$ cat src/rtl/uart_tx_ctrl.sv
// Memory-mapped UART transmitter: small byte FIFO feeding an 8N1 serialiser with THCO-style status.
// Define UART_TX_PARITY_EN to insert an even-parity bit between the data and stop bits.
module uart_tx_ctrl #(
    parameter int CLK_DIV = 434,
    parameter int FIFO_AW = 2
) (
    input  logic       clk,
    input  logic       rst,
    input  logic       wr_en,
    input  logic [7:0] wr_data,
    output logic       full,
    output logic       tbre,
    output logic       tsre,
    output logic       overflow,
    output logic       tx
);
    localparam int                CW         = (CLK_DIV > 1) ? $clog2(CLK_DIV) : 1;
    localparam int                DEPTH      = 1 << FIFO_AW;
    localparam logic [CW-1:0]     BAUD_LAST  = CW'(CLK_DIV - 1);
    localparam logic [FIFO_AW:0]  COUNT_FULL = (FIFO_AW + 1)'(DEPTH);

    typedef enum logic [2:0] {
        S_IDLE,
        S_START,
        S_DATA,
`ifdef UART_TX_PARITY_EN
        S_PARITY,
`endif
        S_STOP
    } state_t;

    state_t             state_q, state_d;
    logic [CW-1:0]      baud_q, baud_d;
    logic [2:0]         bit_q, bit_d;
    logic [7:0]         shift_q, shift_d;
    logic [FIFO_AW-1:0] wr_ptr_q, wr_ptr_d;
    logic [FIFO_AW-1:0] rd_ptr_q, rd_ptr_d;
    logic [FIFO_AW:0]   count_q, count_d;
    logic               overflow_q, overflow_d;
`ifdef UART_TX_PARITY_EN
    logic               parity_q, parity_d;
`endif
    logic [7:0]         mem_q [DEPTH];

    logic push, pop, baud_last;

    assign full      = (count_q == COUNT_FULL);
    assign tbre      = (count_q == '0);
    assign tsre      = (state_q == S_IDLE);
    assign overflow  = overflow_q;
    assign baud_last = (baud_q == BAUD_LAST);
    // Acceptance uses the pre-edge full flag, so a same-cycle pop never rescues a write.
    assign push      = wr_en && !full;

    // NOTE: every always_comb output gets a default first; a path that skips an assignment would infer a latch.
    always_comb begin
        state_d  = state_q;
        bit_d    = bit_q;
        shift_d  = shift_q;
        pop      = 1'b0;
        tx       = 1'b1;
        baud_d   = (state_q == S_IDLE || baud_last) ? '0 : baud_q + 1'b1;
`ifdef UART_TX_PARITY_EN
        parity_d = parity_q;
`endif
        case (state_q)
            S_IDLE: begin
                if (!tbre) begin
                    pop     = 1'b1;
                    state_d = S_START;
                end
            end
            S_START: begin
                tx = 1'b0;
                if (baud_last) begin
                    bit_d   = 3'd0;
                    state_d = S_DATA;
                end
            end
            S_DATA: begin
                tx = shift_q[0];
                if (baud_last) begin
                    shift_d = shift_q >> 1;
                    bit_d   = bit_q + 3'd1;
                    if (bit_q == 3'd7) begin
`ifdef UART_TX_PARITY_EN
                        state_d = S_PARITY;
`else
                        state_d = S_STOP;
`endif
                    end
                end
            end
`ifdef UART_TX_PARITY_EN
            S_PARITY: begin
                tx = parity_q;
                if (baud_last) state_d = S_STOP;
            end
`endif
            S_STOP: begin
                // Chaining straight into START keeps back-to-back frames gap-free.
                if (baud_last) begin
                    if (!tbre) begin
                        pop     = 1'b1;
                        state_d = S_START;
                    end else begin
                        state_d = S_IDLE;
                    end
                end
            end
            default: state_d = S_IDLE;
        endcase

        if (pop) begin
            shift_d  = mem_q[rd_ptr_q];
`ifdef UART_TX_PARITY_EN
            parity_d = ^mem_q[rd_ptr_q];
`endif
        end
    end

    always_comb begin
        wr_ptr_d   = push ? wr_ptr_q + 1'b1 : wr_ptr_q;
        rd_ptr_d   = pop  ? rd_ptr_q + 1'b1 : rd_ptr_q;
        overflow_d = wr_en && full;
        count_d    = count_q;
        case ({push, pop})
            2'b10:   count_d = count_q + 1'b1;
            2'b01:   count_d = count_q - 1'b1;
            default: count_d = count_q;
        endcase
    end

    // NOTE: sequential state uses non-blocking assignments so every flop samples pre-edge values.
    always_ff @(posedge clk or posedge rst) begin
        if (rst) begin
            state_q    <= S_IDLE;
            baud_q     <= '0;
            bit_q      <= '0;
            shift_q    <= '0;
            wr_ptr_q   <= '0;
            rd_ptr_q   <= '0;
            count_q    <= '0;
            overflow_q <= 1'b0;
`ifdef UART_TX_PARITY_EN
            parity_q   <= 1'b0;
`endif
        end else begin
            state_q    <= state_d;
            baud_q     <= baud_d;
            bit_q      <= bit_d;
            shift_q    <= shift_d;
            wr_ptr_q   <= wr_ptr_d;
            rd_ptr_q   <= rd_ptr_d;
            count_q    <= count_d;
            overflow_q <= overflow_d;
`ifdef UART_TX_PARITY_EN
            parity_q   <= parity_d;
`endif
        end
    end

    // NOTE: the storage array is not reset; count_q gates every read, so stale bytes are never sent.
    always_ff @(posedge clk) begin
        if (push) mem_q[wr_ptr_q] <= wr_data;
    end
endmodule

$ cat config.mk
export PLATFORM = sky130hd
export DESIGN_NAME = uart_tx_ctrl
export DESIGN_NICKNAME = d
export VERILOG_FILES = /design/src/rtl/uart_tx_ctrl.sv
export SDC_FILE = /design/constraint.sdc
export NUM_CORES = 1
export LEC_CHECK = 0
export BUFFER_PORTS_ARGS = -buffer_cell sky130_fd_sc_hd__buf_2
export CAP_MARGIN = 20
export CORE_MARGIN = 4
export CORE_UTILIZATION = 35
export CTS_CLUSTER_SIZE = 30
export DETAILED_ROUTE_END_ITERATION = 10
export GPL_ROUTABILITY_DRIVEN = 0
export MAX_ROUTING_LAYER = met4
export PLACE_DENSITY_LB_ADDON = 0.1
export RECOVER_POWER = 100
export REMOVE_ABC_BUFFERS = 1
export SLEW_MARGIN = 20
export SYNTH_ARGS = -nofsm -noshare
export SYNTH_HDL_FRONTEND = slang
export SYNTH_SLANG_ARGS = --single-unit
$ cat constraint.sdc
create_clock -name clk -period 8.3 [get_ports clk]
set_clock_uncertainty 0.1 [all_clocks]
set_input_delay 0 -clock clk [delete_from_list [all_inputs] [get_ports clk]]
set_output_delay 0 -clock clk [all_outputs]
set_load 0.02 [all_outputs]
# Yosys cells after proc, flatten, opt, wreduce, memory -nomap -nowiden
# Memory sizes are Yosys's and may differ from the RTL's.
# Index checks and enable logic that the tools add are counted.
# word_totals
mem_count,1
latchBits,0
inputBits,11
mem_bits_ro,0
ramBits,32
reg_bits,31
elab_cells,62
# op_classes
n_lt_le_gt_ge,0
addsub,6
bitwise_logic,0
div,0
n_mul,0
n_shift,0
n_eq_ne,13
n_reduce_logical,13
mux,21
# mem_list
memory,words,width,read_ports,rd_ports_with_merged_regs,wr,line,text
mem_q,4,8,1,0,1,43,logic [7:0] mem_q [DEPTH];
# ops
op,count
$mux W8,3
$mux W3,7
$pmux W3 S2,2
$pmux W3 S4,1
$ne A2 B2 Y1 const B,5
$add A9 B1 Y9 const B,1
$eq A9 B9 Y1 const B,1
$mux W9,1
$reduce_bool A2 Y1,4
$add A3 B1 Y3 const B,2
$eq A3 B2 Y1 const B,2
$eq A3 B3 Y1 const B,2
$logic_not A3 Y1,2
$mux W1,5
$reduce_and A5 Y1,1
$add A2 B1 Y2 const B,2
$pmux W1 S2,2
$eq A3 B1 Y1 const B,1
$reduce_and A3 Y1,1
$sub A3 B1 Y3 const B,1
$eq A2 B1 Y1 const B,1
$eq A2 B2 Y1 const B,1
$logic_and A1 B1 Y1,2
$reduce_and A2 Y1,1
2 further kinds,2

# Longest topological paths before layout
# Gate-level depths: netlist of the first run.
# depth
word_depth,6
ltp_mapped,13
ltp_nobuf,12

# Least setup slack after synthesis of the first run
# Ideal clock, no wire load.
# synth_timing
kind,reg2reg
startpoint,register baud_q[3]
endpoint,register count_q[2]
period_less_slack_ns,2.603
arrival_ns,2.424
setup_ns,0.079
path_stages_with_launch,12
required_time_ns,8.121
setup_slack_ns,5.697
path_buffers,1
cell_sequence,dfrtp_1 nor4b_4 a31oi_1 or3_1 buf_6 inv_1 ha_1 inv_1 fa_1 xor2_1 nor2_1 xor2_1
# synth_between
elab_chain_cells,5
elab_cells_between_ends,7
# synth_rtl
item,line,text
"start, declared",33,"logic [CW-1:0] baud_q, baud_d;"
"start signal, assigned",150,baud_q <= baud_d;
$eq A9 B9 Y1 *,51,assign baud_last = (baud_q == BAUD_LAST);
$mux W1 *,102,if (baud_last) begin
$pmux W1 S2 *,66,case (state_q)
$eq A2 B1 Y1 or $eq A2 B2 Y1 (tied branches),127,"case ({push, pop})"
$pmux W3 S2 or $reduce_bool A2 Y1 (tied branches),--,
"end signal, assigned",155,count_q <= count_d;
"end, declared",38,"logic [FIFO_AW:0] count_q, count_d;"
# Every way passes the cells marked *; elsewhere a longest branch is shown, timed or not.
# A chain may end at the register's enable or synchronous reset.

# Worst setup path in the final report of the first run
# Ends and elaborated chain as after synthesis.

==> results_tabular.tex, run 1 <==
\begin{tabular}{lr}
\hline
Metric & Value \\
\hline
\multicolumn{2}{l}{\textbf{Min path}} \\
\quad Worst hold path class & in -> reg \\
\quad Number of cells on the worst hold path & 2 \\
\quad Worst Hold Launch & wr\_data[7] \\
\quad Hold endpoint & mem\_q[2][7] \\
\multicolumn{2}{l}{\textbf{Global routing}} \\
\quad Number of global-route vias before repair & 1,745 \\
\quad Global-route wire length before repair & 8.63 mm \\
\quad GRT Resource Usage Total & 12.1\% \\
\quad Aggregate global routing overflow & 0 \\
\quad Initial antenna violation count & 0 \\
\quad Largest net degree at the start of global routing & 31 \\
\multicolumn{2}{l}{\textbf{Synth}} \\
\quad Sequential-to-total area share from yosys stat & 60.5\% \\
\quad Leading area contributor after synthesis & sky130\_fd\_sc\_hd\_\_edfxtp\_1 \\
\quad Number of enable flip-flop cells after synthesis & 32 \\
\quad Flops \& latches, synth & 62 \\
\quad Yosys top cell area share & 33.9\% \\
\quad Fraction of registers with async set/reset & 48.4\% \\
\quad Mean cell area of the mapped netlist & 14.9 um2 \\
\quad Cells after Synth & 190 \\
\quad Top\_reg\_cell synth & sky130\_fd\_sc\_hd\_\_edfxtp\_1 \\
\quad Yosys warning count & 0 \\
\quad Cell area after synthesis & 0.00283 mm2 \\
\quad Synth area leaders & sky130\_fd\_sc\_hd\_\_edfxtp\_1, sky130\_fd\_sc\_hd\_\_dfrtp\_1, sky130\_fd\_sc\_hd\_\_mux4\_2, sky130\_fd\_sc\_hd\_\_ha\_1, sky130\_fd\_sc\_hd\_\_mux2\_4 \\
\quad Yosys cell types & 38 \\
\multicolumn{2}{l}{\textbf{Timing}} \\
\quad Final Max Tran Viols & 0 \\
\quad Normalized max-slew margin & 21.3\% \\
\quad Total negative slack & 0 ns \\
\quad Post-route worst hold slack & 0.357 ns \\
\quad Transition time at the pin with the least slew margin & 1.18 ns \\
\quad Endpoints failing hold & 0 \\
\quad RSZ-0062 raised after global routing & false \\
\quad Max Clock Freq & 312 MHz \\
\quad Min Clock Period, post-route & 3.21 ns \\
\quad Final setup violating endpoints & 0 \\
\quad Crit share post-route & 38.6\% \\
\multicolumn{2}{l}{\textbf{Route}} \\
\quad Wl on met1 & 2.25 mm \\
\quad Vias per inst & 4.79 \\
\quad DRT iter0 DRCs & 62 \\
\quad Total via count after detailed routing & 1,570 \\
\quad Average wire per cell in the routed design & 15.4 um \\
\quad Routed length on met3 & 128 um \\
\quad First-pass DRT Iterations & 4 \\
\quad \# DRC & 0 \\
\quad Total Wirelength & 5.07 mm \\
\quad Max Used Layer & met4 \\
\quad Final ANT Viol Nets & 0 \\
\quad Met2 layer wire length in the routed design & 2.62 mm \\
\multicolumn{2}{l}{\textbf{Clocking}} \\
\quad Quantity of gates resized following cts & 0 \\
\quad Number of post-CTS setup repair buffers & 0 \\
\quad Number of hold buffers added after CTS & 10 \\
\quad Clock-pin slew reported for the worst setup and hold paths after clock tree synthesis & 0.07 ns \\
\quad CTS tree & yes \\
\quad Clk\_lat worst skew & 0.33 ns \\
\quad Maximum number of buffers from clock root to sink & 2 \\
\quad H-tree depth & 3 \\
\quad CTS Root Cell & sky130\_fd\_sc\_hd\_\_clkbuf\_8 \\
\quad CTS Buf Count & 9 \\
\quad Num Clock Sinks & 62 \\
\multicolumn{2}{l}{\textbf{Outcome}} \\
\quad Status & completed \\
\multicolumn{2}{l}{\textbf{Setup path}} \\
\quad Buffers \& Inverters on Critical Path & 2 \\
\quad Chain of cells forming the critical path & nor4b\_1 > a31oi\_1 > or3\_1 > inv\_1 > ha\_1 > inv\_1 > fa\_1 > xor2\_1 > nor2\_1 > xor2\_1 \\
\quad Worst R2R End & count\_q[2] \\
\quad Cells on worst reg2reg path & 10 \\
\quad Worst Setup Start Kind & register \\
\quad Worst setup EP type & register \\
\quad Max incr delay on CP & 0.65 ns \\
\quad Crit Reg-Reg Startpoint & baud\_q[3] \\
\quad Required time of the worst setup path & 8.46 ns \\
\quad Worst path top cell family by delay & simple AND/OR/NAND/NOR gates \\
\quad Highest fanout seen on the critical path & 10 \\
\quad Worst-path cell with the longest stage delay & sky130\_fd\_sc\_hd\_\_nor4b\_1 \\
\quad Data arrival at the endpoint of the critical path & 3.36 ns \\
\quad Worst setup slack for register-to-register paths & 5.09 ns \\
\quad Path type of the worst setup path & reg -> reg \\
\multicolumn{2}{l}{\textbf{Die}} \\
\quad Row count & 32 \\
\quad Starting utilization of the core area & 36.3\% \\
\quad Die Ht & 97.9 um \\
\quad Overall die width & 97.9 um \\
\quad Core box area & 0.00781 mm2 \\
\quad Die Footprint & 0.00959 mm2 \\
\quad I/O Pins & 16 \\
\multicolumn{2}{l}{\textbf{Pwr}} \\
\quad Overall power after layout & 0.785 mW \\
\quad P per Cell Area & 241 mW/mm2 \\
\quad IR Drop Worst-Case VDD & 114 uV \\
\quad Static power due to leakage & 1.33 nW \\
\multicolumn{2}{l}{\textbf{Job}} \\
\quad Number of violations of the max-capacitance limit & 0 \\
\multicolumn{2}{l}{\textbf{Placement}} \\
\quad Cell count after placement & 302 \\
\quad Post-DP HPWL & 3.45 mm \\
\quad Total of buffers placed on input and output ports & 15 \\
\multicolumn{2}{l}{\textbf{Finish}} \\
\quad Final Instance Count excl. Fillers & 328 \\
\quad Net count reported at finish & 246 \\
\quad Proportion of layout cells with a drive suffix above 1 & 15.5\% \\
\quad Signed area change from the synthesized netlist to the final layout & 15.1\% \\
\quad Antenna cells & 0 \\
\hline
\end{tabular}
## cell type report
type	instances	area, um2
Fill cell	737	4550
Sequential cell	62	1710
Multi-Input combinational cell	108	992
Timing Repair Buffer	25	159
Tap cell	102	128
Clock buffer	9	124
Clock inverter	7	88.8
Inverter	15	56.3
## metrics by stage
stage	instance area, um2	setup slack (ns)	util [%]
final	3260	5.09	41.7
after global routing	3260	4.85	41.7
after CTS	3320	5.30	42.5
after detailed placement	3010	5.31	38.5
after global placement	3010	5.42	38.5
after floorplan	2800	5.58	-
## metal layers
layer	vias up	global-route usage, %
li1	751	-
met1	796	13.7
met2	16	19.9
met3	7	2.93
met4	0	6.28
met5	-	-
## worst max path at each step
| stage | from | endpoint | slack [ns] | cells after the start |
|---|---|---|---|---|
| floorplan | baud_q[3] | count_q[2] | 5.58 | 10 |
| global placement | baud_q[3] | count_q[2] | 5.42 | 10 |
| detailed placement | baud_q[3] | count_q[2] | 5.31 | 10 |
| CTS | baud_q[3] | count_q[2] | 5.30 | 10 |
| global route | baud_q[3] | count_q[2] | 4.85 | 10 |
| finish | baud_q[3] | count_q[2] | 5.09 | 10 |
## kinds of logic after synthesis
family                     Yosys count  share of synthesized area (%)
xor gates and xnor gates            13                           4.02
muxes                               26                           14.4
adders and majority gates           14                           6.45
DFF                                 62                           60.5
buffers and inverters               20                           3.00
and+or+nand+nor                     45                           9.06
AOI/OAI and AO/OA                   10                           2.65
## cell usage after synthesis (all sizes together) (3+ instances only)
library cell / number
edfxtp: 32
dfrtp: 30
mux2: 16
inv: 15
nor2: 14
ha: 13
and3: 9
mux4: 8
xnor2: 8
nand3: 6
xor2: 5
buf: 3
nand2: 3
nor3: 3
## cell usage in the layout (no fill, tap or decap), types with 2 or more instances in the layout
master / netlist / final
sky130_fd_sc_hd__a22o_1: 2 / 2
sky130_fd_sc_hd__a31oi_1: 2 / 2
sky130_fd_sc_hd__and2_0: 0 / 2
sky130_fd_sc_hd__and3_1: 8 / 8
sky130_fd_sc_hd__buf_2: 2 / 2
sky130_fd_sc_hd__bufinv_16: 0 / 2
sky130_fd_sc_hd__clkbuf_1: 2 / 13
sky130_fd_sc_hd__clkbuf_8: 0 / 9
sky130_fd_sc_hd__clkinv_2: 0 / 2
sky130_fd_sc_hd__clkinvlp_4: 0 / 2
sky130_fd_sc_hd__dfrtp_1: 30 / 30
sky130_fd_sc_hd__dlygate4sd3_1: 0 / 10
sky130_fd_sc_hd__edfxtp_1: 32 / 32
sky130_fd_sc_hd__ha_1: 13 / 13
sky130_fd_sc_hd__inv_1: 15 / 15
sky130_fd_sc_hd__mux2_1: 0 / 7
sky130_fd_sc_hd__mux2_2: 9 / 9
sky130_fd_sc_hd__mux2i_1: 2 / 2
sky130_fd_sc_hd__mux4_2: 8 / 8
sky130_fd_sc_hd__nand2_1: 3 / 3
sky130_fd_sc_hd__nand3_1: 6 / 6
sky130_fd_sc_hd__nor2_1: 14 / 14
sky130_fd_sc_hd__nor3_1: 3 / 3
sky130_fd_sc_hd__nor4b_1: 1 / 2
sky130_fd_sc_hd__xnor2_1: 8 / 8
sky130_fd_sc_hd__xor2_1: 5 / 5
## sequential cells by signal (all words and copies together), names as in the netlist
register	flops
shift_q	8
mem_q	32
count_q	3
rd_ptr_q	2
bit_q	3
overflow	1
wr_ptr_q	2
state_q	2
baud_q	9
## where the power goes
part           internal (mW)  switching (mW)  leakage, nW
Clock                  0.167           0.116        0.103
Combinational         0.0421          0.0668        0.570
Sequential             0.373          0.0193        0.662
Total                  0.582           0.203         1.33
No activity file was read; power rests on OpenSTA's default activity.
==> inputs of run 2 (changes only) <==
- ABC_AREA: default -> 1
- clock period: 8.3 -> 3.3 ns (I/O delays scaled with it)
==> run 2 against run 1 <==
Compared with the run above: the flow now finishes with violations (max-capacitance violations, max-slew violations); cell count rose by 36%; register-to-register slack got worse by 4.4 ns; synthesized cell count rose by 59%; sequential share of layout area fell by 2.2 points; non-clock buffer count rose by 2; clock-buffer cell count did not move; largest power group unchanged.
==> results_tabular.tex, run 2 <==
\begin{tabular}{lr}
\hline
Metric & Value \\
\hline
\multicolumn{2}{l}{\textbf{Route}} \\
\quad \# DRC & 0 (unchanged) \\
\quad Total Wirelength & 5.60 mm (+10\%) \\
\quad Average wire per cell in the routed design & 12.6 um (-19\%) \\
\quad Vias per inst & 4.58 (-4.3\%) \\
\quad First-pass DRT Iterations & 4 (unchanged) \\
\quad DRT iter0 DRCs & 58 (-6.5\%) \\
\quad Final ANT Viol Nets & 0 (unchanged) \\
\quad Total via count after detailed routing & 2,039 (+30\%) \\
\multicolumn{2}{l}{\textbf{Job}} \\
\quad Number of violations of the max-capacitance limit & 1 (+1) \\
\multicolumn{2}{l}{\textbf{Timing}} \\
\quad Transition time at the pin with the least slew margin & 1.68 ns (+0.498 ns) \\
\quad Min Clock Period, post-route & 2.63 ns (-0.575 ns) \\
\quad Endpoints failing hold & 0 (unchanged) \\
\quad Final setup violating endpoints & 0 (unchanged) \\
\quad Normalized max-slew margin & -11.8\% (-33 points) \\
\quad Max Clock Freq & 380 MHz (+22\%) \\
\quad Final Max Tran Viols & 31 (+31) \\
\quad Crit share post-route & 79.8\% (+41 points) \\
\quad Total negative slack & 0 ns (unchanged) \\
\quad RSZ-0062 raised after global routing & false \\
\multicolumn{2}{l}{\textbf{Setup path}} \\
\quad Cells on worst reg2reg path & 16 (+6) \\
\quad Worst R2R End & count\_q[2] \\
\quad Path type of the worst setup path & reg -> reg \\
\quad Required time of the worst setup path & 3.42 ns (-5.04 ns) \\
\quad Worst setup EP type & register \\
\quad Worst Setup Start Kind & register \\
\quad Max incr delay on CP & 0.40 ns (-0.25 ns) \\
\quad Crit Reg-Reg Startpoint & baud\_q[1] \\
\quad Chain of cells forming the critical path & inv\_1 > ha\_1 > inv\_1 > nor2\_1 > nand2\_1 > nor2\_8 > nand2\_4 > nand2\_4 > nand2\_4 > inv\_1 > ha\_1 > inv\_1 > fa\_1 > a21oi\_1 > o21ai\_0 > xor2\_1 \\
\quad Worst path top cell family by delay & simple AND/OR/NAND/NOR gates \\
\quad Highest fanout seen on the critical path & 19 (+9) \\
\quad Worst-path cell with the longest stage delay & sky130\_fd\_sc\_hd\_\_dfrtp\_1 \\
\quad Buffers \& Inverters on Critical Path & 4 (+2) \\
\quad Cell mode on critical path & sky130\_fd\_sc\_hd\_\_inv\_1 \\
\quad Data arrival at the endpoint of the critical path & 2.75 ns (-0.61 ns) \\
\quad Worst setup slack for register-to-register paths & 0.67 ns (-4.42 ns) \\
\multicolumn{2}{l}{\textbf{Finish}} \\
\quad Filler instances & 809 (+9.8\%) \\
\quad Utilization after layout & 41.6\% (-0.15 points) \\
\quad Antenna cells & 0 (unchanged) \\
\quad Signed area change from the synthesized netlist to the final layout & 15.8\% \\
\quad Proportion of layout cells with a drive suffix above 1 & 8.53\% (-7.0 points) \\
\quad Top register by number of flip-flops & mem\_q \\
\quad Highest-count cells in the layout ignoring fill and taps & sky130\_fd\_sc\_hd\_\_nand2\_1, sky130\_fd\_sc\_hd\_\_nand3\_1, sky130\_fd\_sc\_hd\_\_edfxtp\_1, sky130\_fd\_sc\_hd\_\_inv\_1, sky130\_fd\_sc\_hd\_\_dfrtp\_1 \\
\quad Net count reported at finish & 360 (+46\%) \\
\quad Flip-flop count of the largest register, all copies and words added & 32 (unchanged) \\
\quad Combined flip-flop and latch cell area & 0.00171 mm2 (unchanged) \\
\quad Final Instance Area & 0.00340 mm2 (+4.3\%) \\
\quad Biggest registers after layout & mem\_q: 32 flops, baud\_q: 9 flops, shift\_q: 8 flops \\
\quad Leading cell type in the layout, fill and taps excluded & sky130\_fd\_sc\_hd\_\_nand2\_1 \\
\quad Combined area of the multi-input logic cells & 0.00106 mm2 (+6.7\%) \\
\multicolumn{2}{l}{\textbf{Clocking}} \\
\quad Maximum number of buffers from clock root to sink & 2 (unchanged) \\
\quad Clk\_lat worst skew & 0.34 ns (about the same) \\
\quad CTS Buf Count & 9 (unchanged) \\
\quad Clock-pin slew reported for the worst setup and hold paths after clock tree synthesis & 0.07 ns (about the same) \\
\quad CTS tree & yes \\
\quad CTS Root Cell & sky130\_fd\_sc\_hd\_\_clkbuf\_8 \\
\quad Number of post-CTS setup repair buffers & 0 (unchanged) \\
\quad Quantity of gates resized following cts & 0 (unchanged) \\
\quad H-tree depth & 3 (unchanged) \\
\quad Num Clock Sinks & 62 (unchanged) \\
\multicolumn{2}{l}{\textbf{Pwr}} \\
\quad P per Cell Area & 568 mW/mm2 (+140\%) \\
\quad Static power due to leakage & 1.58 nW (+18\%) \\
\quad IR Drop Worst-Case VDD & 333 uV (+190\%) \\
\quad Overall power after layout & 1.93 mW (+150\%) \\
\multicolumn{2}{l}{\textbf{Die}} \\
\quad Overall die width & 99.6 um (+1.7\%) \\
\quad Core box area & 0.00818 mm2 (+4.7\%) \\
\quad Die Ht & 99.6 um (+1.7\%) \\
\quad I/O Pins & 16 (unchanged) \\
\quad Die Footprint & 0.00992 mm2 (+3.4\%) \\
\quad Row count & 33 (+3.1\%) \\
\quad Starting utilization of the core area & 35.9\% (-0.35 points) \\
\multicolumn{2}{l}{\textbf{Global routing}} \\
\quad Number of global-route vias before repair & 1,940 (+11\%) \\
\quad Global-route wire length before repair & 9.47 mm (+9.7\%) \\
\quad Aggregate global routing overflow & 0 (unchanged) \\
\quad Initial antenna violation count & 0 (unchanged) \\
\quad Largest net degree at the start of global routing & 31 (unchanged) \\
\quad GRT Resource Usage Total & 12.8\% (+0.69 points) \\
\multicolumn{2}{l}{\textbf{Synth}} \\
\quad Most instantiated library cell after synthesis & sky130\_fd\_sc\_hd\_\_nand2\_1 \\
\quad Sequential-to-total area share from yosys stat & 58.3\% (-2.2 points) \\
\quad Cell types with the highest counts after synthesis & sky130\_fd\_sc\_hd\_\_nand2\_1, sky130\_fd\_sc\_hd\_\_nand3\_1, sky130\_fd\_sc\_hd\_\_edfxtp\_1 \\
\quad Fraction of registers with async set/reset & 48.4\% (unchanged) \\
\quad Yosys warning count & 0 (unchanged) \\
\quad Flops \& latches, synth & 62 (unchanged) \\
\quad Cell area after synthesis & 0.00294 mm2 (+3.7\%) \\
\quad Mean cell area of the mapped netlist & 9.69 um2 (-35\%) \\
\quad Yosys top cell area share & 32.7\% (-1.2 points) \\
\quad Cells after Synth & 303 (+59\%) \\
\quad Leading area contributor after synthesis & sky130\_fd\_sc\_hd\_\_edfxtp\_1 \\
\quad Number of enable flip-flop cells after synthesis & 32 (unchanged) \\
\quad Top\_reg\_cell synth & sky130\_fd\_sc\_hd\_\_edfxtp\_1 \\
\quad Synth area leaders & sky130\_fd\_sc\_hd\_\_edfxtp\_1, sky130\_fd\_sc\_hd\_\_dfrtp\_1, sky130\_fd\_sc\_hd\_\_nand2\_1, sky130\_fd\_sc\_hd\_\_nand3\_1, sky130\_fd\_sc\_hd\_\_ha\_1 \\
\quad Yosys cell types & 28 (-26\%) \\
\multicolumn{2}{l}{\textbf{Placement}} \\
\quad Post-Place Cell Area & 0.00312 mm2 (+4.0\%) \\
\quad Total of buffers placed on input and output ports & 15 (unchanged) \\
\quad Post-DP HPWL & 3.72 mm (+8.0\%) \\
\multicolumn{2}{l}{\textbf{Outcome}} \\
\quad Violations in the final reports & max-capacitance violations, max-slew violations \\
\quad Status & complete, but fails checks \\
\multicolumn{2}{l}{\textbf{Min path}} \\
\quad Number of cells on the worst hold path & 4 (+2) \\
\quad Worst Hold Launch & wr\_en \\
\quad Hold endpoint & overflow \\
\quad Worst hold path class & in -> reg \\
\hline
\end{tabular}
-- run 2: cell count changes in the layout (fill, tap and decap cells not counted), sizes merged, moves of 8 or more --
cell / delta
o21ai: +11
mux2: -16
inv: +21
mux4: -8
nand2: +91
and3: -9
nand3: +34
-- run 2: power breakdown --
group / switching [mW] / internal (mW) / total (mW)
combinational: 0.187 / 0.0843 / 0.271
clock: 0.328 / 0.358 / 0.685
sequential: 0.0383 / 0.936 / 0.974
total: 0.552 / 1.38 / 1.93
-- run 2: through the flow --
step | hold WS, ns | instances | worst slack (ns)
3_3_place_gp | 0.0104 | 419 | 0.730
4_1_cts | 0.183 | 445 | 0.684
2_1_floorplan | -0.00919 | 297 | 0.885
6_report | 0.329 | 445 | 0.668
5_1_grt | 0.331 | 445 | 0.402
3_5_place_dp | 0.0127 | 419 | 0.696
-- run 2: metal layers --
layer	vias up	global-route usage, %	wire length (um)
met4	0	4.10	70
met1	946	16.1	2700
li1	1052	-	-
met3	9	4.70	261
met2	32	19.2	2560
met5	-	-	0
-- run 2: worst max path at each step --
stage | slack, ns | to | depth (start not counted) | startpoint
after floorplan | 0.88 | count_q[2] | 16 | baud_q[1]
after global placement | 0.73 | count_q[2] | 16 | baud_q[1]
after detailed placement | 0.70 | count_q[2] | 16 | baud_q[1]
after CTS | 0.68 | count_q[2] | 16 | baud_q[1]
after global routing | 0.40 | count_q[2] | 16 | baud_q[1]
final | 0.67 | count_q[2] | 16 | baud_q[1]
-- run 2: logic make-up after synthesis --
logic type / count (synthesis) / synth area share [%]
AOI/OAI and AO/OA: 20 / 3.71
adders and majority gates: 14 / 6.22
buffers and inverters: 40 / 5.50
xor gates and xnor gates: 4 / 1.19
and+or+nand+nor: 163 / 25.1
DFF: 62 / 58.3
-- run 2: worst register-to-register path, stage by stage (launching register included) --
cell                      delay [ns]
sky130_fd_sc_hd__dfrtp_1        0.40
sky130_fd_sc_hd__inv_1          0.06
sky130_fd_sc_hd__ha_1           0.13
sky130_fd_sc_hd__inv_1          0.03
sky130_fd_sc_hd__nor2_1         0.07
sky130_fd_sc_hd__nand2_1        0.12
sky130_fd_sc_hd__nor2_8         0.19
sky130_fd_sc_hd__nand2_4        0.07
sky130_fd_sc_hd__nand2_4        0.11
sky130_fd_sc_hd__nand2_4        0.15
sky130_fd_sc_hd__inv_1          0.13
sky130_fd_sc_hd__ha_1           0.14
sky130_fd_sc_hd__inv_1          0.06
sky130_fd_sc_hd__fa_1           0.37
sky130_fd_sc_hd__a21oi_1        0.14
sky130_fd_sc_hd__o21ai_0        0.10
sky130_fd_sc_hd__xor2_1         0.15
-- run 2: area by class of cell --
cell class / instances / area share (%)
clock buffers: 9 / 3.64
clock inverters: 7 / 2.28
inverters: 34 / 3.75
multi-input cells: 201 / 31.1
flip-flops and latches: 62 / 50.3
well taps: 105 / 3.86
repair buffers: 27 / 5.00
-- run 2: repair_timing --
| action | in CTS | in global routing |
|---|---|---|
| endpoints found under the setup margin | 0 | 0 |
| endpoints found under the hold margin | 63 | 0 |
| hold buffers | 10 | 0 |
==> inputs of run 3 (changes only) <==
- ABC_AREA: 1 -> 0
- clock period: 3.3 -> 2.75 ns (I/O delays scaled with it)
==> run 3 against run 2 <==
Compared with the run above: the run now ends clean; highest routed layer unchanged; non-clock buffer count up 3; setup slack worse by 0.45 ns; clock power up 56%; sequential power up 21%; first-iteration DRC count down 12%; cell count down 25%; global-route usage down 1.1 points; utilization up 1.7 points; maximum frequency up 4.1%; sequential cell count unchanged.
==> results_tabular.tex, run 3 (synthesis results as in run 1) <==
\begin{tabular}{lr}
\hline
Metric & Value \\
\hline
\multicolumn{2}{l}{\textbf{Timing}} \\
\quad RSZ-0062 raised after global routing & false \\
\quad Crit path setup slack, layout & 0.220 ns (-0.448 ns) \\
\quad Max Clock Freq & 395 MHz (+4.1\%) \\
\quad Crit share post-route & 92.0\% (+12 points) \\
\quad Min Clock Period, post-route & 2.53 ns (-0.102 ns) \\
\quad Final Max Tran Viols & 0 (-100\%) \\
\quad Transition time at the pin with the least slew margin & 1.18 ns (-0.501 ns) \\
\quad Endpoints failing hold & 0 (unchanged) \\
\quad Final setup violating endpoints & 0 (unchanged) \\
\quad Total negative slack & 0 ns (unchanged) \\
\quad Normalized max-slew margin & 21.5\% (+33 points) \\
\multicolumn{2}{l}{\textbf{Setup path}} \\
\quad Worst-path cell with the longest stage delay & sky130\_fd\_sc\_hd\_\_dfrtp\_1 \\
\quad Chain of cells forming the critical path & nor4b\_4 > a31oi\_2 > or3\_4 > inv\_1 > ha\_2 > inv\_1 > fa\_2 > xor2\_1 > nor2\_1 > xor2\_1 \\
\quad Max incr delay on CP & 0.45 ns (+0.05 ns) \\
\quad Worst path top cell family by delay & simple AND/OR/NAND/NOR gates \\
\quad Worst setup EP type & register \\
\quad Cells on worst reg2reg path & 10 (-6) \\
\quad Path type of the worst setup path & reg -> reg \\
\quad Worst Setup Start Kind & register \\
\quad Required time of the worst setup path & 2.91 ns (-0.51 ns) \\
\quad Path length in cells of the critical path & 10 (-6) \\
\quad Highest fanout seen on the critical path & 5 (-14) \\
\quad Data arrival at the endpoint of the critical path & 2.69 ns (-0.06 ns) \\
\quad Buffers \& Inverters on Critical Path & 2 (-2) \\
\multicolumn{2}{l}{\textbf{Finish}} \\
\quad Antenna cells & 0 (unchanged) \\
\quad Top register by number of flip-flops & mem\_q \\
\quad Biggest registers after layout & mem\_q: 32 flops, baud\_q: 9 flops, shift\_q: 8 flops \\
\quad Highest-count cells in the layout ignoring fill and taps & sky130\_fd\_sc\_hd\_\_edfxtp\_1, sky130\_fd\_sc\_hd\_\_dfrtp\_1, sky130\_fd\_sc\_hd\_\_inv\_1, sky130\_fd\_sc\_hd\_\_clkbuf\_1, sky130\_fd\_sc\_hd\_\_nor2\_1 \\
\quad Final Instance Area & 0.00338 mm2 (-0.70\%) \\
\quad Combined flip-flop and latch cell area & 0.00171 mm2 (unchanged) \\
\quad Leading cell type in the layout, fill and taps excluded & sky130\_fd\_sc\_hd\_\_edfxtp\_1 \\
\quad Signed area change from the synthesized netlist to the final layout & 19.3\% \\
\quad Proportion of layout cells with a drive suffix above 1 & 19.5\% (+11 points) \\
\quad Combined area of the multi-input logic cells & 0.00103 mm2 (-3.1\%) \\
\quad Filler instances & 743 (-8.2\%) \\
\quad Flip-flop count of the largest register, all copies and words added & 32 (unchanged) \\
\quad Net count reported at finish & 251 (-30\%) \\
\multicolumn{2}{l}{\textbf{Global routing}} \\
\quad Aggregate global routing overflow & 0 (unchanged) \\
\quad Number of global-route vias before repair & 1,738 (-10\%) \\
\quad Global-route wire length before repair & 8.36 mm (-12\%) \\
\quad Initial antenna violation count & 0 (unchanged) \\
\quad GRT Resource Usage Total & 11.7\% (-1.1 points) \\
\quad Largest net degree at the start of global routing & 31 (unchanged) \\
\multicolumn{2}{l}{\textbf{Die}} \\
\quad Overall die width & 97.9 um (-1.7\%) \\
\quad Die Footprint & 0.00959 mm2 (-3.3\%) \\
\quad Row count & 32 (-3.0\%) \\
\quad Core box area & 0.00781 mm2 (-4.5\%) \\
\quad I/O Pins & 16 (unchanged) \\
\quad Starting utilization of the core area & 36.3\% (+0.35 points) \\
\quad Die Ht & 97.9 um (-1.7\%) \\
\multicolumn{2}{l}{\textbf{Route}} \\
\quad DRT iter0 DRCs & 51 (-12\%) \\
\quad Total Wirelength & 5.06 mm (-9.5\%) \\
\quad Total via count after detailed routing & 1,589 (-22\%) \\
\quad Final ANT Viol Nets & 0 (unchanged) \\
\quad Vias per inst & 4.77 (+4.1\%) \\
\quad \# DRC & 0 (unchanged) \\
\quad Average wire per cell in the routed design & 15.2 um (+21\%) \\
\quad First-pass DRT Iterations & 4 (unchanged) \\
\multicolumn{2}{l}{\textbf{Clocking}} \\
\quad CTS tree & yes \\
\quad Maximum number of buffers from clock root to sink & 2 (unchanged) \\
\quad Clock-pin slew reported for the worst setup and hold paths after clock tree synthesis & 0.08 ns (about the same) \\
\quad CTS Root Cell & sky130\_fd\_sc\_hd\_\_clkbuf\_8 \\
\quad Num Clock Sinks & 62 (unchanged) \\
\quad H-tree depth & 3 (unchanged) \\
\quad Clk\_lat worst skew & 0.33 ns (about the same) \\
\quad CTS Buf Count & 9 (unchanged) \\
\multicolumn{2}{l}{\textbf{Placement}} \\
\quad Post-Place Cell Area & 0.00303 mm2 (-3.1\%) \\
\quad Total of buffers placed on input and output ports & 15 (unchanged) \\
\quad Post-DP HPWL & 3.42 mm (-8.1\%) \\
\quad Worst slack at placement & 0.150 ns (-0.546 ns) \\
\multicolumn{2}{l}{\textbf{Min path}} \\
\quad Number of cells on the worst hold path & 2 (-2) \\
\quad Worst hold path class & in -> reg \\
\multicolumn{2}{l}{\textbf{Pwr}} \\
\quad Int Pwr & 1.96 mW (+42\%) \\
\quad Static power due to leakage & 1.38 nW (-12\%) \\
\quad P per Cell Area & 766 mW/mm2 (+35\%) \\
\quad Register share of total power & 45.7\% (-4.8 points) \\
\quad Comb pwr share & 13.0\% (-1.0 points) \\
\quad Power dissipated by switching net loads & 0.628 mW (+14\%) \\
\quad Switching fraction of total power & 24.3\% (-4.3 points) \\
\quad Clock share of power & 41.4\% (+5.9 points) \\
\quad IR Drop Worst-Case VDD & 393 uV (+18\%) \\
\multicolumn{2}{l}{\textbf{Outcome}} \\
\quad Status & completed \\
\multicolumn{2}{l}{\textbf{Job}} \\
\quad Number of violations of the max-capacitance limit & 0 (-1) \\
\hline
\end{tabular}
run 3: cell type report:
class                           instances  area share, %
Timing Repair Buffer                   30           5.52
Clock inverter                          7           4.30
Inverter                               15           1.67
Clock buffer                            9           3.67
Multi-Input combinational cell        108           30.4
Tap cell                              102           3.78
Sequential cell                        62           50.7
run 3: worst register-to-register path, stage by stage (launching register included):
cell and delay, ns:
sky130_fd_sc_hd__dfrtp_1 0.45, sky130_fd_sc_hd__nor4b_4 0.34, sky130_fd_sc_hd__a31oi_2 0.15, sky130_fd_sc_hd__or3_4 0.40, sky130_fd_sc_hd__inv_1 0.06, sky130_fd_sc_hd__ha_2 0.16, sky130_fd_sc_hd__inv_1 0.05, sky130_fd_sc_hd__fa_2 0.33
sky130_fd_sc_hd__xor2_1 0.15, sky130_fd_sc_hd__nor2_1 0.12, sky130_fd_sc_hd__xor2_1 0.14
run 3: what timing repair did:
item	4_1_cts	5_1_grt
hold buffers	10	0
setup buffers	0	2
setup endpoints to repair	0	1
resized for setup	0	5
hold endpoints to repair	64	0
run 3: final timing paths:
kind                       startpoint           to  slack [ns]
min in group asynchronous         rst   count_q[0]        0.43
max reg2reg                 baud_q[3]   count_q[2]        0.22
max in group asynchronous         rst   state_q[1]        1.41
min reg2reg                  bit_q[2]     bit_q[2]        0.41
min                        wr_data[7]  mem_q[1][7]        0.36
max                         baud_q[3]   count_q[2]        0.22
run 3: per-layer routing:
layer / GRT usage (%) / vias up / share of wire, %
met5: - / - / 0
met4: 6.82 / 0 / 2.2
met1: 13.3 / 794 / 45
met3: 2.71 / 10 / 2.9
li1: - / 758 / -
met2: 18.9 / 27 / 50
run 3: through the flow:
stage | hold slack (ns) | util (%) | instances | power [mW]
after floorplan | -0.00919 | - | 185 | 1.41
final | 0.356 | 43.3 | 333 | 2.59
after detailed placement | 0.0387 | 38.8 | 305 | 1.55
after global placement | 0.108 | 38.8 | 305 | 1.52
after global routing | 0.382 | 43.3 | 333 | 2.73
after CTS | 0.212 | 43.5 | 331 | 2.64
run 3: power by group through the flow:
stage | sequential, mW | clock, mW | combinational [mW]
after floorplan | 1.19 | 0 | 0.227
after detailed placement | 1.20 | 0 | 0.345
after global routing | 1.19 | 1.15 | 0.389
after CTS | 1.18 | 1.10 | 0.359
after global placement | 1.19 | 0 | 0.324
final | 1.18 | 1.07 | 0.336
